===== src/rtl/chain_k_sequencer_pkg.sv =====
// Shared constants, FSM state encoding and table-address packing for the
// matrix-chain k-loop sequencer.
package chain_pkg;

    localparam int N_MAX = 16;
    localparam int IDX_W = 5;
    localparam int DW    = 32;
    localparam int PW    = 8;
    localparam int AW    = 2 * IDX_W;

    localparam logic [DW-1:0]    COST_INF = 32'hFFFF_FFFF;
    localparam logic [IDX_W-1:0] IDX_ONE  = IDX_W'(1);
    localparam logic [IDX_W-1:0] IDX_MAX  = IDX_W'(N_MAX);

    typedef enum logic [2:0] {
        S_IDLE   = 3'd0,
        S_FETCH0 = 3'd1,
        S_FETCH1 = 3'd2,
        S_ITER   = 3'd3,
        S_DRAIN1 = 3'd4,
        S_DRAIN2 = 3'd5,
        S_WRITE  = 3'd6
    } state_t;

    // Cost/split tables are addressed as {row, col}.
    function automatic logic [AW-1:0] tbl_addr(input logic [IDX_W-1:0] row,
                                               input logic [IDX_W-1:0] col);
        return {row, col};
    endfunction

endpackage


===== src/rtl/chain_k_sequencer_if.sv =====
// Request, memory-read, operand, result and write-back signals of the
// sequencer, bundled so the scheduler/datapath side connects in one place.
interface chain_k_sequencer_if;
    import chain_pkg::*;

    logic                start;
    logic [IDX_W-1:0]    i_in;
    logic [IDX_W-1:0]    j_in;
    logic                busy;
    logic                done;
    logic                err;

    logic [IDX_W-1:0]    p_raddr;
    logic [PW-1:0]       p_rdata;
    logic [AW-1:0]       ma_raddr;
    logic [DW-1:0]       ma_rdata;
    logic [AW-1:0]       mb_raddr;
    logic [DW-1:0]       mb_rdata;

    logic                op_clr;
    logic                op_valid;
    logic [PW-1:0]       op_pi;
    logic [PW-1:0]       op_pk;
    logic [PW-1:0]       op_pj;
    logic [DW-1:0]       op_mki;
    logic [DW-1:0]       op_mkj1;
    logic [DW-1:0]       op_kc;
    logic [DW-1:0]       min_in;
    logic [DW-1:0]       ko_in;

    logic                m_we;
    logic [AW-1:0]       m_waddr;
    logic [DW-1:0]       m_wdata;
    logic [IDX_W-1:0]    s_wdata;

    modport master (
        input  start, i_in, j_in,
        input  p_rdata, ma_rdata, mb_rdata,
        input  min_in, ko_in,
        output busy, done, err,
        output p_raddr, ma_raddr, mb_raddr,
        output op_clr, op_valid, op_pi, op_pk, op_pj, op_mki, op_mkj1, op_kc,
        output m_we, m_waddr, m_wdata, s_wdata
    );

    modport slave (
        output start, i_in, j_in,
        output p_rdata, ma_rdata, mb_rdata,
        output min_in, ko_in,
        input  busy, done, err,
        input  p_raddr, ma_raddr, mb_raddr,
        input  op_clr, op_valid, op_pi, op_pk, op_pj, op_mki, op_mkj1, op_kc,
        input  m_we, m_waddr, m_wdata, s_wdata
    );

endinterface


===== src/rtl/chain_k_sequencer.sv =====
// Walks k = i..j-1 for one matrix-chain table entry, feeds operands to the
// computation stage and writes the resulting m[i][j]/s[i][j] back.
//
//   state    | meaning
//   ---------+----------------------------------------------------------
//   S_IDLE   | waiting for start; validates (i,j)
//   S_FETCH0 | clear computation stage, read p[i-1]
//   S_FETCH1 | capture p[i-1], read p[j], k <= i
//   S_ITER   | issue reads for k; first cycle captures p[j]
//   S_DRAIN1 | last operand set is presented
//   S_DRAIN2 | computation stage registers the last operand set
//   S_WRITE  | write m[i][j], s[i][j]; done pulse
module chain_k_sequencer
    import chain_pkg::*;
(
    input  logic                 clk,
    input  logic                 rst,
    chain_k_sequencer_if.master  bus
);

    state_t              state_q, state_d;
    logic [IDX_W-1:0]    i_q, i_d;
    logic [IDX_W-1:0]    j_q, j_d;
    logic [IDX_W-1:0]    k_q, k_d;
    logic [IDX_W-1:0]    kd_q, kd_d;
    logic                diag_q, diag_d;
    logic                err_q, err_d;
    logic                valid_q, valid_d;
    logic [PW-1:0]       pi_q, pi_d;
    logic [PW-1:0]       pj_q, pj_d;

    logic [PW-1:0]       hpi_q, hpi_d;
    logic [PW-1:0]       hpk_q, hpk_d;
    logic [PW-1:0]       hpj_q, hpj_d;
    logic [DW-1:0]       hmki_q, hmki_d;
    logic [DW-1:0]       hmkj1_q, hmkj1_d;
    logic [DW-1:0]       hkc_q, hkc_d;

    logic                illegal_req;
    logic [DW-1:0]       kc_live;
    logic                unused_ko;

    assign illegal_req = (bus.i_in == '0) || (bus.j_in == '0) ||
                         (bus.j_in > IDX_MAX) || (bus.i_in > bus.j_in);
    assign kc_live     = {{(DW-IDX_W){1'b0}}, kd_q};
    assign unused_ko   = ^bus.ko_in[DW-1:IDX_W];

    always_ff @(posedge clk) begin
        if (rst) begin
            state_q <= S_IDLE;
            i_q     <= '0;
            j_q     <= '0;
            k_q     <= '0;
            kd_q    <= '0;
            diag_q  <= 1'b0;
            err_q   <= 1'b0;
            valid_q <= 1'b0;
            pi_q    <= '0;
            pj_q    <= '0;
            hpi_q   <= '0;
            hpk_q   <= '0;
            hpj_q   <= '0;
            hmki_q  <= '0;
            hmkj1_q <= '0;
            hkc_q   <= '0;
        end else begin
            state_q <= state_d;
            i_q     <= i_d;
            j_q     <= j_d;
            k_q     <= k_d;
            kd_q    <= kd_d;
            diag_q  <= diag_d;
            err_q   <= err_d;
            valid_q <= valid_d;
            pi_q    <= pi_d;
            pj_q    <= pj_d;
            hpi_q   <= hpi_d;
            hpk_q   <= hpk_d;
            hpj_q   <= hpj_d;
            hmki_q  <= hmki_d;
            hmkj1_q <= hmkj1_d;
            hkc_q   <= hkc_d;
        end
    end

    always_comb begin
        state_d = state_q;
        i_d     = i_q;
        j_d     = j_q;
        k_d     = k_q;
        kd_d    = kd_q;
        diag_d  = diag_q;
        err_d   = 1'b0;
        valid_d = (state_q == S_ITER);
        pi_d    = pi_q;
        pj_d    = pj_q;

        case (state_q)
            S_IDLE: begin
                if (bus.start) begin
                    i_d = bus.i_in;
                    j_d = bus.j_in;
                    if (illegal_req) begin
                        err_d = 1'b1;
                    end else if (bus.i_in == bus.j_in) begin
                        diag_d  = 1'b1;
                        state_d = S_WRITE;
                    end else begin
                        diag_d  = 1'b0;
                        state_d = S_FETCH0;
                    end
                end
            end
            S_FETCH0: state_d = S_FETCH1;
            S_FETCH1: begin
                pi_d    = bus.p_rdata;
                k_d     = i_q;
                state_d = S_ITER;
            end
            S_ITER: begin
                // p[j] requested in FETCH1 lands during the first ITER cycle.
                if (k_q == i_q) begin
                    pj_d = bus.p_rdata;
                end
                kd_d = k_q;
                k_d  = k_q + IDX_ONE;
                if (k_q == j_q - IDX_ONE) begin
                    state_d = S_DRAIN1;
                end
            end
            S_DRAIN1: state_d = S_DRAIN2;
            S_DRAIN2: state_d = S_WRITE;
            S_WRITE:  state_d = S_IDLE;
            default:  state_d = S_IDLE;
        endcase
    end

    // Operand outputs freeze on the last presented set between valid cycles.
    always_comb begin
        hpi_d   = hpi_q;
        hpk_d   = hpk_q;
        hpj_d   = hpj_q;
        hmki_d  = hmki_q;
        hmkj1_d = hmkj1_q;
        hkc_d   = hkc_q;
        if (valid_q) begin
            hpi_d   = pi_q;
            hpk_d   = bus.p_rdata;
            hpj_d   = pj_q;
            hmki_d  = bus.ma_rdata;
            hmkj1_d = bus.mb_rdata;
            hkc_d   = kc_live;
        end
    end

    assign bus.op_valid = valid_q;
    assign bus.op_pi    = valid_q ? pi_q         : hpi_q;
    assign bus.op_pk    = valid_q ? bus.p_rdata  : hpk_q;
    assign bus.op_pj    = valid_q ? pj_q         : hpj_q;
    assign bus.op_mki   = valid_q ? bus.ma_rdata : hmki_q;
    assign bus.op_mkj1  = valid_q ? bus.mb_rdata : hmkj1_q;
    assign bus.op_kc    = valid_q ? kc_live      : hkc_q;

    assign bus.busy = (state_q != S_IDLE);
    assign bus.err  = err_q;

    always_comb begin
        bus.p_raddr  = '0;
        bus.ma_raddr = '0;
        bus.mb_raddr = '0;
        bus.op_clr   = 1'b0;
        bus.m_we     = 1'b0;
        bus.done     = 1'b0;
        bus.m_waddr  = '0;
        bus.m_wdata  = '0;
        bus.s_wdata  = '0;
        case (state_q)
            S_FETCH0: begin
                bus.op_clr  = 1'b1;
                bus.p_raddr = i_q - IDX_ONE;
            end
            S_FETCH1: bus.p_raddr = j_q;
            S_ITER: begin
                bus.p_raddr  = k_q;
                bus.ma_raddr = tbl_addr(i_q, k_q);
                bus.mb_raddr = tbl_addr(k_q + IDX_ONE, j_q);
            end
            S_WRITE: begin
                bus.m_we    = 1'b1;
                bus.done    = 1'b1;
                bus.m_waddr = tbl_addr(i_q, j_q);
                bus.m_wdata = diag_q ? '0 : bus.min_in;
                bus.s_wdata = diag_q ? '0 : bus.ko_in[IDX_W-1:0];
            end
            default: ;
        endcase
    end

endmodule


===== src/flat_wrapper.sv =====
// flat-port wrapper written by rule: the top's interface ports become plain ports
module chain_k_sequencer_flat import chain_pkg::*;
  (clk, rst, bus_start, bus_i_in, bus_j_in, bus_p_rdata, bus_ma_rdata, bus_mb_rdata, bus_min_in, bus_ko_in, bus_busy, bus_done, bus_err, bus_p_raddr, bus_ma_raddr, bus_mb_raddr, bus_op_clr, bus_op_valid, bus_op_pi, bus_op_pk, bus_op_pj, bus_op_mki, bus_op_mkj1, bus_op_kc, bus_m_we, bus_m_waddr, bus_m_wdata, bus_s_wdata);
  chain_k_sequencer_if bus_i ();
  input  logic clk;
  input  logic rst;
  input wire logic [$bits(bus_i.start)-1:0] bus_start;
  input wire logic [$bits(bus_i.i_in)-1:0] bus_i_in;
  input wire logic [$bits(bus_i.j_in)-1:0] bus_j_in;
  input wire logic [$bits(bus_i.p_rdata)-1:0] bus_p_rdata;
  input wire logic [$bits(bus_i.ma_rdata)-1:0] bus_ma_rdata;
  input wire logic [$bits(bus_i.mb_rdata)-1:0] bus_mb_rdata;
  input wire logic [$bits(bus_i.min_in)-1:0] bus_min_in;
  input wire logic [$bits(bus_i.ko_in)-1:0] bus_ko_in;
  output wire logic [$bits(bus_i.busy)-1:0] bus_busy;
  output wire logic [$bits(bus_i.done)-1:0] bus_done;
  output wire logic [$bits(bus_i.err)-1:0] bus_err;
  output wire logic [$bits(bus_i.p_raddr)-1:0] bus_p_raddr;
  output wire logic [$bits(bus_i.ma_raddr)-1:0] bus_ma_raddr;
  output wire logic [$bits(bus_i.mb_raddr)-1:0] bus_mb_raddr;
  output wire logic [$bits(bus_i.op_clr)-1:0] bus_op_clr;
  output wire logic [$bits(bus_i.op_valid)-1:0] bus_op_valid;
  output wire logic [$bits(bus_i.op_pi)-1:0] bus_op_pi;
  output wire logic [$bits(bus_i.op_pk)-1:0] bus_op_pk;
  output wire logic [$bits(bus_i.op_pj)-1:0] bus_op_pj;
  output wire logic [$bits(bus_i.op_mki)-1:0] bus_op_mki;
  output wire logic [$bits(bus_i.op_mkj1)-1:0] bus_op_mkj1;
  output wire logic [$bits(bus_i.op_kc)-1:0] bus_op_kc;
  output wire logic [$bits(bus_i.m_we)-1:0] bus_m_we;
  output wire logic [$bits(bus_i.m_waddr)-1:0] bus_m_waddr;
  output wire logic [$bits(bus_i.m_wdata)-1:0] bus_m_wdata;
  output wire logic [$bits(bus_i.s_wdata)-1:0] bus_s_wdata;
  assign bus_i.start = bus_start;
  assign bus_i.i_in = bus_i_in;
  assign bus_i.j_in = bus_j_in;
  assign bus_i.p_rdata = bus_p_rdata;
  assign bus_i.ma_rdata = bus_ma_rdata;
  assign bus_i.mb_rdata = bus_mb_rdata;
  assign bus_i.min_in = bus_min_in;
  assign bus_i.ko_in = bus_ko_in;
  assign bus_busy = bus_i.busy;
  assign bus_done = bus_i.done;
  assign bus_err = bus_i.err;
  assign bus_p_raddr = bus_i.p_raddr;
  assign bus_ma_raddr = bus_i.ma_raddr;
  assign bus_mb_raddr = bus_i.mb_raddr;
  assign bus_op_clr = bus_i.op_clr;
  assign bus_op_valid = bus_i.op_valid;
  assign bus_op_pi = bus_i.op_pi;
  assign bus_op_pk = bus_i.op_pk;
  assign bus_op_pj = bus_i.op_pj;
  assign bus_op_mki = bus_i.op_mki;
  assign bus_op_mkj1 = bus_i.op_mkj1;
  assign bus_op_kc = bus_i.op_kc;
  assign bus_m_we = bus_i.m_we;
  assign bus_m_waddr = bus_i.m_waddr;
  assign bus_m_wdata = bus_i.m_wdata;
  assign bus_s_wdata = bus_i.s_wdata;
  chain_k_sequencer u_core (.clk(clk), .rst(rst), .bus(bus_i));
endmodule

===== config.mk =====
export PLATFORM = sky130hd
export DESIGN_NAME = chain_k_sequencer_flat
export DESIGN_NICKNAME = d
export VERILOG_FILES = /design/src/rtl/chain_k_sequencer_pkg.sv /design/src/rtl/chain_k_sequencer_if.sv /design/src/rtl/chain_k_sequencer.sv /design/src/flat_wrapper.sv
export SDC_FILE = /design/constraint.sdc
export NUM_CORES = 1
export LEC_CHECK = 0
export CAP_MARGIN = 25
export CORE_ASPECT_RATIO = 0.5
export CORE_UTILIZATION = 44
export DETAILED_ROUTE_END_ITERATION = 8
export PLACE_DENSITY_LB_ADDON = 0.05
export SETUP_SLACK_MARGIN = 0.2
export SYNTH_ARGS = -nofsm -noshare
export SYNTH_HDL_FRONTEND = slang
export SYNTH_SLANG_ARGS = --single-unit

===== constraint.sdc =====
create_clock -name clk -period 3.93 [get_ports clk]
set_clock_uncertainty 0.1 [all_clocks]
set_input_delay 1.179 -clock clk [delete_from_list [all_inputs] [get_ports clk]]
set_output_delay 1.179 -clock clk [all_outputs]
set_load 0.05 [all_outputs]

==> results <==
- Measured against its own limit, the worst slew margin works out to 0.5726.
- The peak ir drop on the vdd network is 0.3036 mV.
- The initial utilization of the core area, before any placement, comes to 0.4556.
- The number of iterations in the first detailed-routing pass is 4.
- In the synthesized netlist the dominant register cell turns out to be dfxtp_1.
- The critical path is of the flop to output pin type.
- Entering global routing, the biggest net connects 78 pins.
- The total number of vias is 6116.
- Leaving out fill and tap cells, the most frequent cell in the layout is clkdlybuf4s50_1.
- The total instance count after detailed placement is 1223.
- In the global route stage, overall resource usage came out at 0.2550.
- The overall die width is 181.6 µm.
- The analysis attributes to cell leakage a power of 5.234 nW.
- The overall overflow remaining after global route is 0.
- Synthesis produced a netlist with a net count of 899.
- The longest clock path from root to sink contains 2 buffers.
- The sequential-to-total area share from yosys stat is 0.4571.
- In this run the vertical extent of the chip is 91.80 µm.
- The first-pass GRT wire length is 33060 µm.
- The number of instances in the synthesized netlist is 742.
- The TritonCTS clock tree is yes.
- The category of the worst setup path capture point is an output pin.
- Timing would allow up to 0.2768 GHz.
- Ranked by total cell area, the synthesized netlist is headed by dfxtp_1 46%, mux2_2 15%, and2_1 15%.
- The total number of H-tree levels is 4.
- The number of global-route vias before repair is 5861.
- STA puts the critical path data required time at 2.65 ns.
- Summed over all nets, the switching power comes to 0.9044 mW.
- The final layout contains routed wiring with a total length of 21110 µm.
- The post-synthesis instance area is 7096 µm².
- Setup repair after global routing could not meet its margin everywhere.
- The total number of clock tree sinks is 162.
- The worst register-to-register path has a depth of 7.
- Adding up every negative setup slack in the final design gives 0 ns.
- The proportion of power drawn by combinational gates is 0.081.
- The count of distinct cell types in the synthesized netlist is 43.
- The warning count from the yosys run is 0.
- The async set or reset register ratio after synthesis is 0.
- The tool flagged a number of max-cap violations equal to 0.
- The layout cell share with drive strength beyond 1 is 0.2624.
- The hold-critical path depth is 2.
- Of the post-synthesis cell area, the dominant cell type holds 0.4571.
- The root cell of the clock tree is clkbuf_16.
- Dividing the final minimum period by the clock period gives 0.9192.
- The synthesized design contains 162 register bits.
- The largest stage delay on the critical path is 0.80 ns.
- The cell-internal power is 2.676 mW.
- The final layout contains 1196 nets.
- The number of endpoints with negative hold slack in the final report is 0.
- The count of final setup violators is 0.
- At the end of routability-driven placement, the weighted congestion stood at 0.8947.
- The clock transition time at the flip-flop clock pins of the worst setup and hold paths is 0.07 ns.
- Once placement finished, the instance area stood at 11540 µm².
- The minimum period implied by the final worst setup slack is 3.612 ns.
- The count of cells in the finished layout, fillers not included, comes to 1257.
- The number of buffers inserted during clock tree synthesis is 17.
- The wire-length estimate of the detail-placed layout is 15290 µm.
- The clock network power share is 0.453.
- The worst setup path is launched from a flop.
- In this run the power density over the cells is 294.2 nW/µm².
- The number of flops mapped to enable cells by yosys is 0.
- The floorplan has 32 rows.
- The clock network latency to the later pin of the worst-skew pair is 0.42 ns.
- Averaged over all synthesized cells, the footprint is 9.563 µm².
- 347 I/O pins were placed.
- The largest fanout on the critical path is 13.
- The count of nets left with antenna violations once routing finished came out at 0.
- The flow ran to the end, and the final reports show no timing, DRC or antenna violations.
- The initial antenna violation count is 2.
- The utilization after layout is 0.7813.
- The cell taking the most area after synthesis is dfxtp_1.
- The core area is 15570 µm².
- The slowest stage of the critical path is the clkdlybuf4s50_1 cell.
- Compared with the post-synthesis result, the final layout area differs by 71.50%.
- The fraction of power consumed by sequential logic is 0.467.
- The number of buffers added to fix hold violations after cts is 0.
- The die covers 16670 µm².
- The worst hold path class is flop to flop.
- The post-route DRC violation count is 0.
- In the layout the commonest cells are 178 x clkdlybuf4s50_1, 166 x and2_1, 160 x dfxtp_1.
- The net switching share of the total power is 0.2526.
- For the pin with the worst max-slew slack, the measured transition is 0.6402 ns.
- The sum of internal, switching and leakage power is 3.581 mW.
- The total count of max-transition violations in the final report came to 0.
- The final design area excluding fillers is 12170 µm².
- After detailed routing, the number of vias per cell comes to 4.866.
- Walking the worst path, the cells encountered are nor2b_1 > buf_4 > and3_1 > clkdlybuf4s50_1.
- In this run the tool buffered the top-level ports with 319 buffer cells.
- In this run, the number of DRC markers left after iteration 0 of detailed routing was 303.
- Data arrives at the worst endpoint at 2.33 ns.
- In the final routed layout, each cell accounts on average for 16.80 µm.
==> per-layer routing <==
layer | part of all wire | GRT usage | routed length, µm
met1 | 0.44 | 0.3129 | 9186
met5 | 0.00062 | 0 | 13
met2 | 0.50 | 0.4391 | 10520
met3 | 0.059 | 0.08022 | 1243
met4 | 0.0070 | 0.05438 | 148
==> kinds of logic after synthesis <==
kind of cell / count (synthesis) / synth area share
simple gates: 317 / 0.2502
flops: 162 / 0.4571
mux: 102 / 0.1603
buf+inv: 71 / 0.04197
compound gates: 65 / 0.05537
xor+xnor: 17 / 0.02098
fa+ha+maj: 8 / 0.01411
==> synthesized netlist by cell type, types with 2 or more instances <==
library cell,n
o31ai_1,2
o2bb2ai_1,2
a21oi_1,37
mux2_2,93
and2_1,166
o221ai_1,2
a211oi_1,2
clkbuf_1,34
nor2b_1,28
o21ai_0,8
o21a_1,2
a22oi_1,2
dfxtp_1,162
nand3_1,4
nor3_1,11
xor2_1,6
ha_1,8
nand2_1,60
xnor2_1,11
nand2b_1,2
mux2i_1,9
and3_1,9
buf_2,16
nor2_1,30
inv_1,18
==> power groups by stage <==
| stage | logic, mW | clock network, mW | registers (mW) |
|---|---|---|---|
| after CTS | 0.288 | 1.65 | 1.67 |
| after detailed placement | 0.285 | 0 | 1.71 |
| final | 0.289 | 1.62 | 1.67 |
| after global routing | 0.311 | 1.74 | 1.67 |
| after floorplan | 0.123 | 0 | 1.70 |
| after global placement | 0.280 | 0 | 1.71 |
==> critical path, delay by kind of cell (launching register included) <==
family / cells / cell delay (ns)
DFF: 1 / 0.56
buffers and inverters: 2 / 0.99
and+or+nand+nor: 2 / 0.36
==> sequential cells by signal, summed over array words and instances (netlist names) <==
name and flops:
u_core.bus.err 1, u_core.bus.op_valid 1, u_core.diag_q 1, u_core.hkc_q 32
u_core.hmki_q 32, u_core.hmkj1_q 32, u_core.hpi_q 8, u_core.hpj_q 8
u_core.hpk_q 8, u_core.i_q 5, u_core.j_q 5, u_core.k_q 5
u_core.kd_q 5, u_core.pi_q 8, u_core.pj_q 8, u_core.state_q 3
==> metrics by stage <==
step | hold WS, ns | setup slack (ns)
after floorplan | 0.3329 | 0.6108
after global placement | 0.3407 | 0.4974
after detailed placement | 0.3468 | 0.4500
after CTS | 0.3576 | 0.2281
after global routing | 0.3830 | 0.1838
final | 0.3562 | 0.3177
==> layout make-up <==
cell class / count / area [µm²]
antenna: 1 / 2.502
sequential: 162 / 3248
inverter: 19 / 71.32
timing repair buffer: 330 / 4444
tap: 204 / 255.2
clock buffer: 18 / 439.2
fill: 1043 / 3406
clock inverter: 14 / 136.4
multi-input combinational: 509 / 3572
==> final timing paths <==
kind | endpoint | slack (ns) | start
worst max-delay path | bus_mb_raddr[3] | 0.32 | u_core.state_q[1]$_SDFFE_PP0P_
worst min-delay path | u_core.pi_q[7]$_SDFFE_PP0N_ | 0.36 | u_core.pi_q[7]$_SDFFE_PP0N_
worst max register to register | u_core.state_q[1]$_SDFFE_PP0P_ | 1.68 | u_core.j_q[0]$_SDFFE_PP0P_
worst min register to register | u_core.pi_q[7]$_SDFFE_PP0N_ | 0.36 | u_core.pi_q[7]$_SDFFE_PP0N_
==> what timing repair did <==
item,CTS,global route
endpoints found under the setup margin,10,22
setup buffers,0,1
gates resized for setup,9,9
No activity file was read; power rests on OpenSTA's default activity.
